$ cat src/rtl/seq_pkg.sv
// Shared definitions for the PC sequencer: state encoding, PC width and
// the default reset PC.
package seq_pkg;

  localparam int unsigned PC_W = 8;
  localparam logic [PC_W-1:0] RESET_PC_DEF = 8'h00;

  typedef enum logic [1:0] {
    ST_HALT = 2'd0,
    ST_RUN  = 2'd1,
    ST_STEP = 2'd2,
    ST_EXC  = 2'd3
  } seq_state_e;

endpackage

$ cat src/rtl/seq_edge_det.sv
// 1-bit rising-edge detector.
// Ports: clk, rst_n (synchronous, active-low), sig_i (level input),
//        rise_c (combinational pulse, high while sig_i=1 and history=0).
// History resets to 1 so a level held high through reset is not an edge.
module seq_edge_det (
  input  logic clk,
  input  logic rst_n,
  input  logic sig_i,
  output logic rise_c
);

  logic hist_q;
  logic hist_d;

  always_comb begin
    hist_d = sig_i;
  end

  always_ff @(posedge clk) begin
    if (!rst_n) begin
      hist_q <= 1'b1;
    end else begin
      hist_q <= hist_d;
    end
  end

  assign rise_c = sig_i & ~hist_q;

endmodule

$ cat src/rtl/pc_sequencer.sv
// Program-counter sequencer: HALT / RUN / STEP / EXC control of an 8-bit PC
// with load, single-step, exception capture and resume.
// Ports:
//   SYS_clk, SYS_rst (synchronous, active-low)
//   SEQ_run (level), SEQ_step / SEQ_load / SEQ_eret (rising-edge requests)
//   SEQ_pc_val (load value), SEQ_pc_next (datapath next PC)
//   SEQ_eh_flag (same-cycle exception flag)
//   SEQ_pc, SEQ_epc, SEQ_state, SEQ_exc (registered), SEQ_commit (comb.)
// Optional feature macro SEQ_BREAKPOINT_EN adds SEQ_bp_addr, SEQ_bp_on and
// the registered pulse SEQ_bp_hit.
module pc_sequencer
  import seq_pkg::*;
#(
  parameter logic [PC_W-1:0] RESET_PC = RESET_PC_DEF
) (
  input  logic            SYS_clk,
  input  logic            SYS_rst,
  input  logic            SEQ_run,
  input  logic            SEQ_step,
  input  logic            SEQ_load,
  input  logic [PC_W-1:0] SEQ_pc_val,
  input  logic [PC_W-1:0] SEQ_pc_next,
  input  logic            SEQ_eh_flag,
  input  logic            SEQ_eret,
`ifdef SEQ_BREAKPOINT_EN
  input  logic [PC_W-1:0] SEQ_bp_addr,
  input  logic            SEQ_bp_on,
  output logic            SEQ_bp_hit,
`endif
  output logic [PC_W-1:0] SEQ_pc,
  output logic            SEQ_commit,
  output logic [PC_W-1:0] SEQ_epc,
  output logic [1:0]      SEQ_state,
  output logic            SEQ_exc
);

  seq_state_e      state_q, state_d;
  logic [PC_W-1:0] pc_q, pc_d;
  logic [PC_W-1:0] epc_q, epc_d;
  logic            exc_q, exc_d;
  logic            step_rise_c, load_rise_c, eret_rise_c;
  logic            commit_c;
  logic            bp_trig_c;

`ifdef SEQ_BREAKPOINT_EN
  logic bp_armed_q, bp_armed_d;
  logic bp_hit_q, bp_hit_d;
`endif

  seq_edge_det u_step_det (
    .clk(SYS_clk), .rst_n(SYS_rst), .sig_i(SEQ_step), .rise_c(step_rise_c)
  );
  seq_edge_det u_load_det (
    .clk(SYS_clk), .rst_n(SYS_rst), .sig_i(SEQ_load), .rise_c(load_rise_c)
  );
  seq_edge_det u_eret_det (
    .clk(SYS_clk), .rst_n(SYS_rst), .sig_i(SEQ_eret), .rise_c(eret_rise_c)
  );

  // Breakpoint trigger; only armed after the first commit following RUN entry.
  always_comb begin
    bp_trig_c = 1'b0;
`ifdef SEQ_BREAKPOINT_EN
    bp_trig_c = (state_q == ST_RUN) && SEQ_bp_on && (pc_q == SEQ_bp_addr) &&
                bp_armed_q;
`endif
  end

  // Commit qualifier is zero-latency; reset and breakpoints suppress it.
  always_comb begin
    commit_c = SYS_rst && ((state_q == ST_RUN) || (state_q == ST_STEP)) &&
               !SEQ_eh_flag && !bp_trig_c;
  end

  // Next-state and PC/EPC update.
  always_comb begin
    state_d = state_q;
    pc_d    = pc_q;
    epc_d   = epc_q;
    unique case (state_q)
      ST_HALT: begin
        if (load_rise_c) begin
          pc_d = SEQ_pc_val;
        end else if (SEQ_run) begin
          state_d = ST_RUN;
        end else if (step_rise_c) begin
          state_d = ST_STEP;
        end
      end
      ST_RUN: begin
        if (bp_trig_c) begin
          state_d = ST_HALT;
        end else if (SEQ_eh_flag) begin
          epc_d   = pc_q;
          state_d = ST_EXC;
        end else begin
          pc_d = SEQ_pc_next;
          if (!SEQ_run) begin
            state_d = ST_HALT;
          end
        end
      end
      ST_STEP: begin
        if (SEQ_eh_flag) begin
          epc_d   = pc_q;
          state_d = ST_EXC;
        end else begin
          pc_d    = SEQ_pc_next;
          state_d = ST_HALT;
        end
      end
      ST_EXC: begin
        if (load_rise_c) begin
          pc_d    = SEQ_pc_val;
          state_d = ST_HALT;
        end else if (eret_rise_c) begin
          pc_d    = epc_q + PC_W'(1);
          state_d = ST_HALT;
        end
      end
      default: begin
        state_d = ST_HALT;
      end
    endcase
    exc_d = (state_d == ST_EXC);
  end

`ifdef SEQ_BREAKPOINT_EN
  // Arm after a commit; disarm on every entry into RUN so a restart executes
  // the instruction sitting at the breakpoint.
  always_comb begin
    bp_armed_d = bp_armed_q;
    bp_hit_d   = bp_trig_c;
    if (commit_c) begin
      bp_armed_d = 1'b1;
    end
    if ((state_q != ST_RUN) && (state_d == ST_RUN)) begin
      bp_armed_d = 1'b0;
    end
  end

  always_ff @(posedge SYS_clk) begin
    if (!SYS_rst) begin
      bp_armed_q <= 1'b0;
      bp_hit_q   <= 1'b0;
    end else begin
      bp_armed_q <= bp_armed_d;
      bp_hit_q   <= bp_hit_d;
    end
  end

  assign SEQ_bp_hit = bp_hit_q;
`endif

  always_ff @(posedge SYS_clk) begin
    if (!SYS_rst) begin
      state_q <= ST_HALT;
      pc_q    <= RESET_PC;
      epc_q   <= '0;
      exc_q   <= 1'b0;
    end else begin
      state_q <= state_d;
      pc_q    <= pc_d;
      epc_q   <= epc_d;
      exc_q   <= exc_d;
    end
  end

  assign SEQ_pc     = pc_q;
  assign SEQ_epc    = epc_q;
  assign SEQ_state  = state_q;
  assign SEQ_exc    = exc_q;
  assign SEQ_commit = commit_c;

endmodule

$ cat config.mk
export PLATFORM = sky130hd
export DESIGN_NAME = pc_sequencer
export DESIGN_NICKNAME = d
export VERILOG_FILES = /design/src/rtl/seq_pkg.sv /design/src/rtl/seq_edge_det.sv /design/src/rtl/pc_sequencer.sv
export SDC_FILE = /design/constraint.sdc
export NUM_CORES = 1
export LEC_CHECK = 0
export ABC_AREA = 1
export BUFFER_PORTS_ARGS = -buffer_cell sky130_fd_sc_hd__buf_2
export CAP_MARGIN = 0
export CORE_ASPECT_RATIO = 0.7
export CORE_MARGIN = 5
export CORE_UTILIZATION = 45
export CTS_CLUSTER_DIAMETER = 120
export DETAILED_ROUTE_END_ITERATION = 6
export PLACE_DENSITY_LB_ADDON = 0.05
export SKIP_CTS_REPAIR_TIMING = 1
export SYNTH_ARGS = -nofsm -noshare
export SYNTH_HDL_FRONTEND = slang
export SYNTH_SLANG_ARGS = --single-unit
$ cat constraint.sdc
create_clock -name SYS_clk -period 3.6 [get_ports SYS_clk]
set_input_delay 0.18 -clock SYS_clk [delete_from_list [all_inputs] [get_ports SYS_clk]]
set_output_delay 0.18 -clock SYS_clk [all_outputs]
set_load 0.02 [all_outputs]
# Word level (Yosys, flattened, before mapping)
# Cells that the tools add are included.
# totals
out_inout_bits	20
input_bits	23
reg_bits	22
word_cells	43
# op_classes
bitwise_logic	6
reduce_logical	8
mux	14
eq_ne	7
add_sub_neg	1
# op_table
op	count
$mux 8	4
$pmux 8 s3	1
$mux 2	8
$add 8x1->8 const B	1
$pmux 2 s4	1
$eq 2x2->1 const B	3
$ne 2x2->1 const B	2
$and 1x1->1	3
$ne 3x3->1 const B	1
$not 1->1	3
$reduce_and 3->1	1
$eq 2x1->1 const B	1
$logic_and 1x1->1	2
$logic_not 2->1	1
$reduce_and 2->1	1
$reduce_or 2->1	1
$logic_not 1->1	1
$logic_or 1x1->1	1

# Longest topological paths before layout
# logic_depth
ltp_word	7
depth_mapped	11
ltp_nobuf	10

# Modules after synthesis
# From an unflattened synthesis, not the netlist that was laid out.
# hier_totals
cells_unflattened	198
area_unflattened_um2	1343.8
# modules_own_cells
module	cells_each	area_each_um2	seq_area_each_um2	n_inst
pc_sequencer	186	1242.4	380.4	1
seq_edge_det	4	33.8	20.0	3

# Least setup slack after synthesis
# OpenSTA, ideal clock, no wires.
# synth_timing
path_type	reg2reg
startpoint	reg state_q[0], in the netlist SEQ_state[0]
endpoint	reg pc_q[0], in the netlist SEQ_pc[0]
arrival_time_ns	1.693
setup_slack_ns	1.789
path_buffers	1
required_time_ns	3.483
synth_period_minus_slack_ns	1.811
setup_time_ns	0.117
path_stages_with_launch	12
path_cell_list	dfxtp_1 > inv_1 > ha_1 > buf_4 > nand2_4 > inv_2 > nor2_2 > nand2_4 > clkinv_2 > o21ai_1 > a21oi_1 > nor2_1
# synth_via
elab_chain_len	4
elab_cells_between_ends	10
classes_between	6 x eq/ne; 1 x mux; 3 x reduce/logical
# synth_lines
item	line	source
start, declared	pc_sequencer.sv:37	seq_state_e state_q, state_d;
start signal, assigned	pc_sequencer.sv:162	state_q <= state_d;
$eq 2x1->1 / $eq 2x2->1 (equally long branches)	pc_sequencer.sv:80	unique case (state_q)
$reduce_or 2->1 (no source line)	--	
$ne 2x2->1 (no source line)	--	
$reduce_and 3->1 (no source line)	--	
end signal, assigned	pc_sequencer.sv:163	pc_q <= pc_d;
end, declared	pc_sequencer.sv:38	logic [PC_W-1:0] pc_q, pc_d;
# Parallel ways exist; a longest one is shown, timed or not.
# A chain may end at the register's enable or synchronous reset.

# Final worst setup path
# layout_timing
startpoint	reg state_q[1], in the netlist SEQ_state[1]
endpoint	reg pc_q[0], in the netlist SEQ_pc[0]
# The elaborated chain is that of the path after synthesis.

==> results by group <==
Route
  – DR vias: 1316
  – DRT iter0 DRCs: 107
  – WL final: 3.28 mm
  – Vias per inst: 4.73
  – Final ANT Viol Nets: 0
  – Residual DRC count: 0
  – WL per Instance: 11.8 um
  – 1st-pass router iterations: 4

Clocking
  – Total CTS buffers: 3
  – Clock sink count: 22
  – CTS H-tree depth: 1
  – Clk_lat worst skew: 260 ps
  – Clock slew at reported path FFs: 80 ps
  – Root Buffer: clkbuf_8
  – Max Root-Sink Buffers: 2
  – CTS tree: done

Final layout
  – Most common cell after layout, fill and taps aside: nand2_1
  – Util after Layout: 56.1%
  – Commonest non-fill, non-tap cells in the layout: 49 x nand2_1, 42 x buf_2, 30 x nor2_1
  – Layout cells sized above 1: 23.6%
  – Synth-to-Final Area Change: 20.0%
  – Antenna Cells: 0
  – Final Cell Area: 1560 um2
  – Final net count: 273

Critical path
  – Critical Path Max Stage Delay: 530 ps
  – Worst Path Arrival: 2130 ps
  – Critical path's top delay family: adder cells
  – Worst path slowest cell: ha_1
  – CP Capture Type: register
  – Crit path buffers/inverters: 3
  – Worst Setup Start Kind: register
  – Crit path max fanout: 14
  – CP cell instances: inv_1 > ha_1 > nand2_4 > inv_2 > nor2_2 > nand2_4 > clkinv_2 > o21ai_0 > nor2_1
  – Register-to-Register Setup Slack: 1620 ps
  – Cell mode on critical path: nand2_4
  – Critical Path RT: 3750 ps
  – WS Path Type: register to register

STA
  – RSZ-0062 raised after global routing: no
  – Worst slew pin tran: 422 ps
  – Period utilization: 55.0%
  – Normalized max-slew margin: 71.9%
  – Hold Fails Final Rpt: 0
  – Final Setup Violations: 0
  – Fmax: 505 MHz
  – Max Slew Vio Count: 0
  – Setup TNS: 0 ps
  – Clock Skews: 5.91 ps
  – Tmin final: 1980 ps

GRT
  – Number of global-route vias before repair: 1170
  – Initial antenna violation count: 0
  – First-pass GRT wire length: 5.39 mm
  – Gr ovfl total: 0
  – Largest net degree at the start of global routing: 18
  – GR Util All Layers: 17.4%

Synthesis
  – Cell area after synthesis: 1300 um2
  – Syn_nets: 232
  – Yosys top cell by area: dfxtp_1
  – Synth top area share: 33.9%
  – Flops & latches, synth: 22
  – Yosys warns: 0
  – Cells after Synth: 203
  – Synth area leaders: dfxtp_1 34%, nand2_1 14%, a21oi_1 8.9%, nor2_1 8.7%, ha_1 5.8%
  – Syn_area_per_cell: 6.40 um2
  – Post-synth cell types: 22
  – Post-synthesis sequential area ratio: 33.9%

Pwr
  – Static Leak: 0.000786 uW
  – IR Drop Worst-Case VDD: 0.248 mV
  – Pwr dens: 474 nW/um2

Outcome
  – Status: finished clean

Die
  – Initial Utilization: 46.7%
  – Total I/O pin count: 43
  – CORE AREA: 2780 um2
  – Die width: 74.2 um
  – FP Rows: 16
  – Die H: 55.0 um
  – Full die area: 4080 um2

Placement
  – Placed Area: 1520 um2
  – IO Port Bufs: 42
  – Final HPWL DP: 2.62 mm
  – GP Congestion: 0.809

Job
  – Max-cap viol count: 0

Hold path
  – Hold Crit Class: input pin to register
## cell type report
| type | instances | area [um2] |
|---|---|---|
| Fill cell | 298 | 1220 |
| Timing Repair Buffer | 42 | 210 |
| Tap cell | 36 | 45.0 |
| Sequential cell | 22 | 440 |
| Multi-Input combinational cell | 151 | 732 |
| Clock buffer | 3 | 41.3 |
| Inverter | 24 | 91.3 |
## where the power goes
| group | leakage, uW | internal (uW) | total (uW) | switching (uW) |
|---|---|---|---|---|
| Combinational | 0.000584 | 95.1 | 280 | 185 |
| Sequential | 0.000181 | 280 | 312 | 32.6 |
| Clock | 0.0000216 | 74.6 | 148 | 73.7 |
## worst reg2reg max path, cell delays in order, from the launching register on
cell and delay (ps):
dfxtp_1 400, inv_1 120, ha_1 530, nand2_4 160, inv_2 130, nor2_2 60
nand2_4 110, clkinv_2 120, o21ai_0 170, nor2_1 60
## flip-flops by register name, indices dropped and copies added, names as in the netlist
name               count
SEQ_pc                 8
u_eret_det.hist_q      1
SEQ_state              2
u_step_det.hist_q      1
u_load_det.hist_q      1
SEQ_epc                8
SEQ_exc                1
## worst paths after layout
path / startpoint / endpoint / cells past startpoint
setup / recovery: SEQ_state[1]$_SDFF_PN0_ / SEQ_pc[0]$_SDFFE_PN0P_ / 9
hold / removal: SEQ_step / u_step_det.hist_q$_SDFF_PN1_ / 3
setup reg to reg: SEQ_state[1]$_SDFF_PN0_ / SEQ_pc[0]$_SDFFE_PN0P_ / 9
hold reg to reg: SEQ_pc[5]$_SDFFE_PN0P_ / SEQ_pc[5]$_SDFFE_PN0P_ / 2
## metal layers
| metal | wire length [um] | up-vias | track usage, % |
|---|---|---|---|
| li1 | - | 725 | - |
| met1 | 1700 | 555 | 25.3 |
| met2 | 1360 | 36 | 26.9 |
| met3 | 221 | 0 | 3.97 |
| met4 | 0 | 0 | 2.66 |
| met5 | 0 | - | 0 |
## cell families after synthesis
kind of cell	Yosys count	synth area share [%]
flops	22	33.9
buf+inv	30	9.82
fa+ha+maj	6	5.77
compound gates	50	19.5
simple gates	95	31.0
## synthesized netlist by cell type (all sizes together)
master  number
nor3         2
nand3        9
nand2       51
buf          4
clkinv       1
dfxtp       22
o21ai       26
ha           6
nor2        32
or2          1
inv         23
clkbuf       2
a21oi       24
## through the flow
stage	total power [uW]	hold slack, ps	instances	setup slack, ps
after CTS	746	103	278	1630
final	740	107	278	1620
after floorplan	512	277	203	1790
after global routing	798	117	278	1370
after global placement	597	376	275	1710
after detailed placement	598	377	275	1650
Power figures use the tool's default switching activity.
